===== src/rtl/riscv_pkg.sv =====
// Shared hazard-control types: PC-stall encodings, FSM states and the
// load-use detection rule.
package riscv_pkg;

    localparam logic [1:0] PC_RUN  = 2'b00;
    localparam logic [1:0] PC_HOLD = 2'b01;

    typedef enum logic {
        ST_RUN      = 1'b0,
        ST_MEM_WAIT = 1'b1
    } state_e;

    typedef struct packed {
        logic [1:0] pc_stall;
        logic       pc_sel;
        logic       if_id_stall;
        logic       if_id_flush;
        logic       id_ex_stall;
        logic       id_ex_flush;
        logic       ex_mem_stall;
    } hz_ctl_t;

    // x0 is hardwired zero, so a load targeting it never creates a dependency.
    function automatic logic load_use_hazard(
        input logic [4:0] rs1,
        input logic       rs1_used,
        input logic [4:0] rs2,
        input logic       rs2_used,
        input logic [4:0] rd,
        input logic       mem_read
    );
        return mem_read && (rd != 5'd0) &&
               ((rs1_used && (rs1 == rd)) || (rs2_used && (rs2 == rd)));
    endfunction

endpackage


===== src/rtl/hazard_ctrl_if.sv =====
// Pipeline <-> hazard controller signal bundle; slave is the controller side.
interface hazard_ctrl_if #(
    parameter int DATA_WIDTH = 32,
    parameter int CNT_WIDTH  = 16
);
    logic [4:0]            id_rs1_i;
    logic [4:0]            id_rs2_i;
    logic                  id_rs1_used_i;
    logic                  id_rs2_used_i;
    logic [4:0]            ex_rd_i;
    logic                  ex_mem_read_i;
    logic                  ex_branch_taken_i;
    logic [DATA_WIDTH-1:0] ex_target_i;
    logic                  dmem_busy_i;
    logic [1:0]            pc_stall_o;
    logic                  pc_sel_o;
    logic [DATA_WIDTH-1:0] pc_imm_o;
    logic                  if_id_stall_o;
    logic                  if_id_flush_o;
    logic                  id_ex_stall_o;
    logic                  id_ex_flush_o;
    logic                  ex_mem_stall_o;
    logic                  err_o;
    logic [CNT_WIDTH-1:0]  stall_cnt_o;
    logic [CNT_WIDTH-1:0]  flush_cnt_o;

    modport slave (
        input  id_rs1_i, id_rs2_i, id_rs1_used_i, id_rs2_used_i, ex_rd_i,
               ex_mem_read_i, ex_branch_taken_i, ex_target_i, dmem_busy_i,
        output pc_stall_o, pc_sel_o, pc_imm_o, if_id_stall_o, if_id_flush_o,
               id_ex_stall_o, id_ex_flush_o, ex_mem_stall_o, err_o,
               stall_cnt_o, flush_cnt_o
    );

    modport master (
        output id_rs1_i, id_rs2_i, id_rs1_used_i, id_rs2_used_i, ex_rd_i,
               ex_mem_read_i, ex_branch_taken_i, ex_target_i, dmem_busy_i,
        input  pc_stall_o, pc_sel_o, pc_imm_o, if_id_stall_o, if_id_flush_o,
               id_ex_stall_o, id_ex_flush_o, ex_mem_stall_o, err_o,
               stall_cnt_o, flush_cnt_o
    );
endinterface


===== src/rtl/hazard_ctrl_sat_counter.sv =====
// Up-counter that sticks at MAX; clear wins over increment.
module sat_counter #(
    parameter int               WIDTH = 16,
    parameter logic [WIDTH-1:0] MAX   = '1
) (
    input  logic             clk_i,
    input  logic             rst_i,
    input  logic             inc_i,
    input  logic             clear_i,
    output logic [WIDTH-1:0] cnt_o
);
    logic [WIDTH-1:0] cnt_q, cnt_d;

    always_comb begin
        cnt_d = cnt_q;
        if (clear_i) begin
            cnt_d = '0;
        end else if (inc_i && (cnt_q != MAX)) begin
            cnt_d = cnt_q + 1'b1;
        end
    end

    always_ff @(posedge clk_i) begin
        if (rst_i) begin
            cnt_q <= '0;
        end else begin
            cnt_q <= cnt_d;
        end
    end

    assign cnt_o = cnt_q;
endmodule


===== src/rtl/hazard_ctrl.sv =====
// Pipeline hazard controller: memory freeze, branch redirect, load-use bubble,
// perf counters and a sticky data-memory timeout flag.
//   state       | meaning
//   ST_RUN      | normal issue; redirect / load-use handled combinationally
//   ST_MEM_WAIT | data memory busy; pipeline frozen until busy drops
module hazard_ctrl
    import riscv_pkg::*;
#(
    parameter int DATA_WIDTH = 32,
    parameter int TIMEOUT    = 255,
    parameter int CNT_WIDTH  = 16
) (
    input  logic          clk_i,
    input  logic          rst_i,
    hazard_ctrl_if.slave  bus
);
    localparam int BUSY_W = $clog2(TIMEOUT + 1);

    state_e                state_q, state_d;
    hz_ctl_t               ctl;
    logic                  err_q, err_d;
    logic [BUSY_W-1:0]     busy_cnt;
    logic [CNT_WIDTH-1:0]  stall_cnt, flush_cnt;

    always_comb begin
        state_d      = state_q;
        ctl          = '0;
        ctl.pc_stall = PC_RUN;
        if (!rst_i) begin
            case (state_q)
                ST_RUN:      if (bus.dmem_busy_i)  state_d = ST_MEM_WAIT;
                ST_MEM_WAIT: if (!bus.dmem_busy_i) state_d = ST_RUN;
                default:                           state_d = ST_RUN;
            endcase

            // The MEM_WAIT exit cycle is not frozen, so a held redirect fires there once.
            if (bus.dmem_busy_i) begin
                ctl.pc_stall     = PC_HOLD;
                ctl.if_id_stall  = 1'b1;
                ctl.id_ex_stall  = 1'b1;
                ctl.ex_mem_stall = 1'b1;
            end else if (bus.ex_branch_taken_i) begin
                ctl.pc_sel      = 1'b1;
                ctl.if_id_flush = 1'b1;
                ctl.id_ex_flush = 1'b1;
            end else if (load_use_hazard(bus.id_rs1_i, bus.id_rs1_used_i,
                                         bus.id_rs2_i, bus.id_rs2_used_i,
                                         bus.ex_rd_i, bus.ex_mem_read_i)) begin
                ctl.pc_stall    = PC_HOLD;
                ctl.if_id_stall = 1'b1;
                ctl.id_ex_flush = 1'b1;
            end
        end
    end

    // Flag on the edge where the busy run reaches TIMEOUT.
    assign err_d = err_q || (bus.dmem_busy_i && (busy_cnt >= BUSY_W'(TIMEOUT - 1)));

    always_ff @(posedge clk_i) begin
        if (rst_i) begin
            state_q <= ST_RUN;
            err_q   <= 1'b0;
        end else begin
            state_q <= state_d;
            err_q   <= err_d;
        end
    end

    sat_counter #(.WIDTH(CNT_WIDTH)) u_stall_cnt (
        .clk_i   (clk_i),
        .rst_i   (rst_i),
        .inc_i   (ctl.pc_stall == PC_HOLD),
        .clear_i (1'b0),
        .cnt_o   (stall_cnt)
    );

    sat_counter #(.WIDTH(CNT_WIDTH)) u_flush_cnt (
        .clk_i   (clk_i),
        .rst_i   (rst_i),
        .inc_i   (ctl.pc_sel),
        .clear_i (1'b0),
        .cnt_o   (flush_cnt)
    );

    sat_counter #(.WIDTH(BUSY_W), .MAX(BUSY_W'(TIMEOUT))) u_busy_cnt (
        .clk_i   (clk_i),
        .rst_i   (rst_i),
        .inc_i   (bus.dmem_busy_i),
        .clear_i (!bus.dmem_busy_i),
        .cnt_o   (busy_cnt)
    );

    assign bus.pc_stall_o     = ctl.pc_stall;
    assign bus.pc_sel_o       = ctl.pc_sel;
    assign bus.pc_imm_o       = bus.ex_target_i;
    assign bus.if_id_stall_o  = ctl.if_id_stall;
    assign bus.if_id_flush_o  = ctl.if_id_flush;
    assign bus.id_ex_stall_o  = ctl.id_ex_stall;
    assign bus.id_ex_flush_o  = ctl.id_ex_flush;
    assign bus.ex_mem_stall_o = ctl.ex_mem_stall;
    assign bus.err_o          = err_q;
    assign bus.stall_cnt_o    = stall_cnt;
    assign bus.flush_cnt_o    = flush_cnt;
endmodule


===== src/flat_wrapper.sv =====
// flat-port wrapper written by rule: the top's interface ports become plain ports
module hazard_ctrl_flat import riscv_pkg::*;
#(
    parameter int DATA_WIDTH = 32,
    parameter int TIMEOUT    = 255,
    parameter int CNT_WIDTH  = 16
)
  (clk_i, rst_i, bus_id_rs1_i, bus_id_rs2_i, bus_id_rs1_used_i, bus_id_rs2_used_i, bus_ex_rd_i, bus_ex_mem_read_i, bus_ex_branch_taken_i, bus_ex_target_i, bus_dmem_busy_i, bus_pc_stall_o, bus_pc_sel_o, bus_pc_imm_o, bus_if_id_stall_o, bus_if_id_flush_o, bus_id_ex_stall_o, bus_id_ex_flush_o, bus_ex_mem_stall_o, bus_err_o, bus_stall_cnt_o, bus_flush_cnt_o);
  hazard_ctrl_if #(.DATA_WIDTH(DATA_WIDTH), .CNT_WIDTH(CNT_WIDTH)) bus_i ();
  input  logic clk_i;
  input  logic rst_i;
  input wire logic [$bits(bus_i.id_rs1_i)-1:0] bus_id_rs1_i;
  input wire logic [$bits(bus_i.id_rs2_i)-1:0] bus_id_rs2_i;
  input wire logic [$bits(bus_i.id_rs1_used_i)-1:0] bus_id_rs1_used_i;
  input wire logic [$bits(bus_i.id_rs2_used_i)-1:0] bus_id_rs2_used_i;
  input wire logic [$bits(bus_i.ex_rd_i)-1:0] bus_ex_rd_i;
  input wire logic [$bits(bus_i.ex_mem_read_i)-1:0] bus_ex_mem_read_i;
  input wire logic [$bits(bus_i.ex_branch_taken_i)-1:0] bus_ex_branch_taken_i;
  input wire logic [$bits(bus_i.ex_target_i)-1:0] bus_ex_target_i;
  input wire logic [$bits(bus_i.dmem_busy_i)-1:0] bus_dmem_busy_i;
  output wire logic [$bits(bus_i.pc_stall_o)-1:0] bus_pc_stall_o;
  output wire logic [$bits(bus_i.pc_sel_o)-1:0] bus_pc_sel_o;
  output wire logic [$bits(bus_i.pc_imm_o)-1:0] bus_pc_imm_o;
  output wire logic [$bits(bus_i.if_id_stall_o)-1:0] bus_if_id_stall_o;
  output wire logic [$bits(bus_i.if_id_flush_o)-1:0] bus_if_id_flush_o;
  output wire logic [$bits(bus_i.id_ex_stall_o)-1:0] bus_id_ex_stall_o;
  output wire logic [$bits(bus_i.id_ex_flush_o)-1:0] bus_id_ex_flush_o;
  output wire logic [$bits(bus_i.ex_mem_stall_o)-1:0] bus_ex_mem_stall_o;
  output wire logic [$bits(bus_i.err_o)-1:0] bus_err_o;
  output wire logic [$bits(bus_i.stall_cnt_o)-1:0] bus_stall_cnt_o;
  output wire logic [$bits(bus_i.flush_cnt_o)-1:0] bus_flush_cnt_o;
  assign bus_i.id_rs1_i = bus_id_rs1_i;
  assign bus_i.id_rs2_i = bus_id_rs2_i;
  assign bus_i.id_rs1_used_i = bus_id_rs1_used_i;
  assign bus_i.id_rs2_used_i = bus_id_rs2_used_i;
  assign bus_i.ex_rd_i = bus_ex_rd_i;
  assign bus_i.ex_mem_read_i = bus_ex_mem_read_i;
  assign bus_i.ex_branch_taken_i = bus_ex_branch_taken_i;
  assign bus_i.ex_target_i = bus_ex_target_i;
  assign bus_i.dmem_busy_i = bus_dmem_busy_i;
  assign bus_pc_stall_o = bus_i.pc_stall_o;
  assign bus_pc_sel_o = bus_i.pc_sel_o;
  assign bus_pc_imm_o = bus_i.pc_imm_o;
  assign bus_if_id_stall_o = bus_i.if_id_stall_o;
  assign bus_if_id_flush_o = bus_i.if_id_flush_o;
  assign bus_id_ex_stall_o = bus_i.id_ex_stall_o;
  assign bus_id_ex_flush_o = bus_i.id_ex_flush_o;
  assign bus_ex_mem_stall_o = bus_i.ex_mem_stall_o;
  assign bus_err_o = bus_i.err_o;
  assign bus_stall_cnt_o = bus_i.stall_cnt_o;
  assign bus_flush_cnt_o = bus_i.flush_cnt_o;
  hazard_ctrl #(.DATA_WIDTH(DATA_WIDTH), .TIMEOUT(TIMEOUT), .CNT_WIDTH(CNT_WIDTH)) u_core (.clk_i(clk_i), .rst_i(rst_i), .bus(bus_i));
endmodule

===== config.mk =====
export PLATFORM = sky130hd
export DESIGN_NAME = hazard_ctrl_flat
export DESIGN_NICKNAME = d
export VERILOG_FILES = /design/src/rtl/riscv_pkg.sv /design/src/rtl/hazard_ctrl_if.sv /design/src/rtl/hazard_ctrl_sat_counter.sv /design/src/rtl/hazard_ctrl.sv /design/src/flat_wrapper.sv
export SDC_FILE = /design/constraint.sdc
export NUM_CORES = 1
export LEC_CHECK = 0
export ABC_AREA = 0
export CORE_MARGIN = 2
export CORE_UTILIZATION = 40
export DETAILED_ROUTE_END_ITERATION = 7
export GPL_TIMING_DRIVEN = 0
export PLACE_DENSITY = 0.89
export REMOVE_ABC_BUFFERS = 1
export SLEW_MARGIN = 20
export SYNTH_ARGS = -nofsm -noshare
export SYNTH_HDL_FRONTEND = slang
export SYNTH_SLANG_ARGS = --single-unit

===== constraint.sdc =====
create_clock -name clk_i -period 2.5 [get_ports clk_i]
set_input_delay 0.5 -clock clk_i [delete_from_list [all_inputs] [get_ports clk_i]]
set_output_delay 0.5 -clock clk_i [all_outputs]
set_load 0.01 [all_outputs]

==> flow_metrics.env <==
export IMPL_status="finished clean"
export IMPL_gp_congestion=0.774
export IMPL_top_usage_layer="met2"
export IMPL_grtUsageMet3_pct=13.5
export IMPL_ys_seq_area_share_pct=34.0
export IMPL_worstSkewPairLatency_ns=0.29
export IMPL_endpoint_kind="primary output"
export IMPL_leakage_nw=0.994
export IMPL_place_area_um2=2790
export IMPL_worst_setup_path_start_kind="input port"
export IMPL_synthToLayoutAreaGrowth_pct=21.7
export IMPL_start_util_pct=41.0
export IMPL_dieWidth_um=81.6
export IMPL_antenna_found_initial=0
export IMPL_fin_worst_skew_ns=0.0101
export IMPL_critPathMaxFanout=5
export IMPL_use_met2_pct=29.0
export IMPL_clockRootBuffer="clkbuf_8"
export IMPL_maxSlewViolCount=0
export IMPL_die_h_um=81.6
export IMPL_grt_pass1_wl_mm=10.2
export IMPL_holdPathEnd="u_core.bus.err_o"
export IMPL_n_antenna_cell=0
export IMPL_r2r_start="u_core.u_stall_cnt.cnt_o[5]"
export IMPL_grt_setup_unrepaired="no"
export IMPL_timing_rr_end="u_core.u_stall_cnt.cnt_o[1]"
export IMPL_pin_count=127
export IMPL_r2r_cells=6
export IMPL_post_route_drc_count=0
export IMPL_grtUsageTotal_pct=20.2
export IMPL_hold_path_class="flip-flop to flip-flop"
export IMPL_cts_buffers=5
export IMPL_max_freq_mhz=412
export IMPL_slew_headroom_pct=53.8
export IMPL_grt_pass1_vias=1999
export IMPL_worstMarginPinSlew_ns=0.694
export IMPL_synth_area_per_cell_um2=8.23
export IMPL_grt_max_degree=37
export IMPL_ir_drop_uv=353
export IMPL_grt_overflow=0
export IMPL_power_density_nw_per_um2=450
export IMPL_io_buffers=61
export IMPL_dr_total_vias=2177
export IMPL_drive_gt1_share_pct=9.06
export IMPL_num_rows=28
export IMPL_cts_sinks=41
export IMPL_grt_use_met1_pct=25.3
export IMPL_cp_required_ns=2.00
export IMPL_fin_crit_ns=2.43
export IMPL_timing_hold_violations_final=0
export IMPL_clock_path_buffers=2
export IMPL_cts_clk_slew_worst_paths_ns=0.08
export IMPL_ys_flop_type="dfxtp_1"
export IMPL_synthDistinctLibCells=45
export IMPL_regToRegSetupSlack_ns=0.29
export IMPL_holdBufCountCts=0
export IMPL_cp_arrival_ns=1.93
export IMPL_viasPerCell=5.51
export IMPL_place_hpwl_mm=5.03
export IMPL_synth_yosys_warnings=0
export IMPL_synthCells=293
export IMPL_synth_seq_cells=41
export IMPL_min_from="u_core.bus.err_o"
export IMPL_holdPathStages=2
export IMPL_synthArstFlopShare_pct=0
export IMPL_drtPass1Iterations=5
export IMPL_first_iter_violations=128
export IMPL_setup_viol=0
export IMPL_fin_area_um2=2940
export IMPL_crit_type="input port to primary output"
export IMPL_die_area_um2=6660
export IMPL_final_antenna_net_count=0
export IMPL_wl_per_cell_um=16.6
export IMPL_post_route_period_util_pct=97.2
export IMPL_post_route_util_pct=49.9
export IMPL_drv_cap=0
export IMPL_nets=377
export IMPL_synth_area_um2=2410
export IMPL_cts_max_level=2
export IMPL_cts_tree="built"
export IMPL_setup_tns_ns=0
export IMPL_synth_edf_count=0
export IMPL_core_um2=5890
export IMPL_wl_mm=6.56
-- layout by cell type (no fill, tap or decap), types with 5 or more instances in the layout --
cell type,netlist,layout
or3_1,10,10
clkbuf_8,0,5
and3_1,5,5
nand2_1,18,17
clkdlybuf4s50_1,0,47
inv_1,9,9
xnor2_1,21,20
nor2_1,31,31
o21ai_1,7,7
o21ai_0,5,5
o31ai_1,5,5
a21oi_1,18,18
dfxtp_1,41,41
xor2_1,6,6
nand3_1,14,14
nor3_1,7,7
nand4_1,13,13
or4_1,7,6
-- layer usage --
| layer | vias to the layer above | routed length [um] | share of wire (%) |
|---|---|---|---|
| met1 | 1029 | 2780 | 42 |
| met4 | 0 | 38 | 0.58 |
| met5 | - | 0 | 0 |
| met3 | 6 | 818 | 12 |
| li1 | 1054 | - | - |
| met2 | 88 | 2930 | 45 |
-- layout make-up --
type	instances	area [um^2]
flip-flops and latches	41	821
fillers	553	2950
clock inverters	3	46.3
multi-input cells	198	1260
inverters	9	33.8
clock buffers	5	68.8
repair buffers	64	614
well taps	75	93.8
-- metrics by stage --
step           std cells  hold slack (ns)  setup WS, ns  power, mW
2_1_floorplan        248            0.454         0.319      0.729
3_3_place_gp         384            0.465         -1.43      0.802
3_5_place_dp         384            0.474        -0.682      0.805
4_1_cts              395            0.494        0.0192       1.34
5_1_grt              395            0.534       0.00424       1.38
6_report             395            0.485        0.0704       1.32
-- power breakdown --
part | total (mW) | internal [mW] | switching [mW]
clock network | 0.530 | 0.299 | 0.232
registers | 0.663 | 0.657 | 0.00568
logic | 0.128 | 0.0654 | 0.0630
total | 1.32 | 1.02 | 0.300
-- registers in the layout, summed over array words and instances (netlist names) --
signal	cells
u_core.bus.err_o	1
u_core.u_busy_cnt.cnt_o	8
u_core.u_flush_cnt.cnt_o	16
u_core.u_stall_cnt.cnt_o	16
-- cells in the mapped netlist (9+ instances only) --
cell      n  area share, %
nand2_1  18            2.8
nand4_1  13            3.4
or3_1    10            2.6
dfxtp_1  41             34
buf_4    36             11
nand3_1  14            2.9
inv_1     9            1.4
xnor2_1  21            7.6
nor2_1   31            4.8
a21oi_1  18            3.7
-- critical path, stage by stage --
cell,delay (ns)
clkdlybuf4s50_1,0.53
nor3b_4,0.31
clkdlybuf4s50_1,0.59
-- cells by family (layout without fill, tap and decap cells) --
kind of cell    after synthesis  in the layout  synth area share, %
compound gates               47             47                 12.6
xor+xnor                     27             27                 9.81
fa+ha+maj                     4              4                 2.08
buf+inv                      54             81                 14.7
flops                        41             41                 34.0
mux                           3              3                 1.30
other cells                   1              1                0.156
simple gates                116            116                 25.3
-- timing repair --
action | in CTS | in global routing
gates resized for setup | 28 | 10
buffers inserted | 3 | 0
pin swaps | 2 | 9
endpoints found under the setup margin | 19 | 10
-- worst max path at each step --
stage	start	endpoint	slack, ns
3_3_place_gp	rst_i	bus_if_id_stall_o	-1.43
5_1_grt	bus_dmem_busy_i	bus_id_ex_stall_o	0.004
2_1_floorplan	bus_ex_rd_i[0]	bus_if_id_stall_o	0.32
4_1_cts	bus_ex_branch_taken_i	bus_pc_sel_o	0.02
3_5_place_dp	bus_ex_rd_i[0]	bus_if_id_stall_o	-0.68
6_report	bus_ex_branch_taken_i	bus_pc_sel_o	0.07
(Power assumes the default switching activity.)
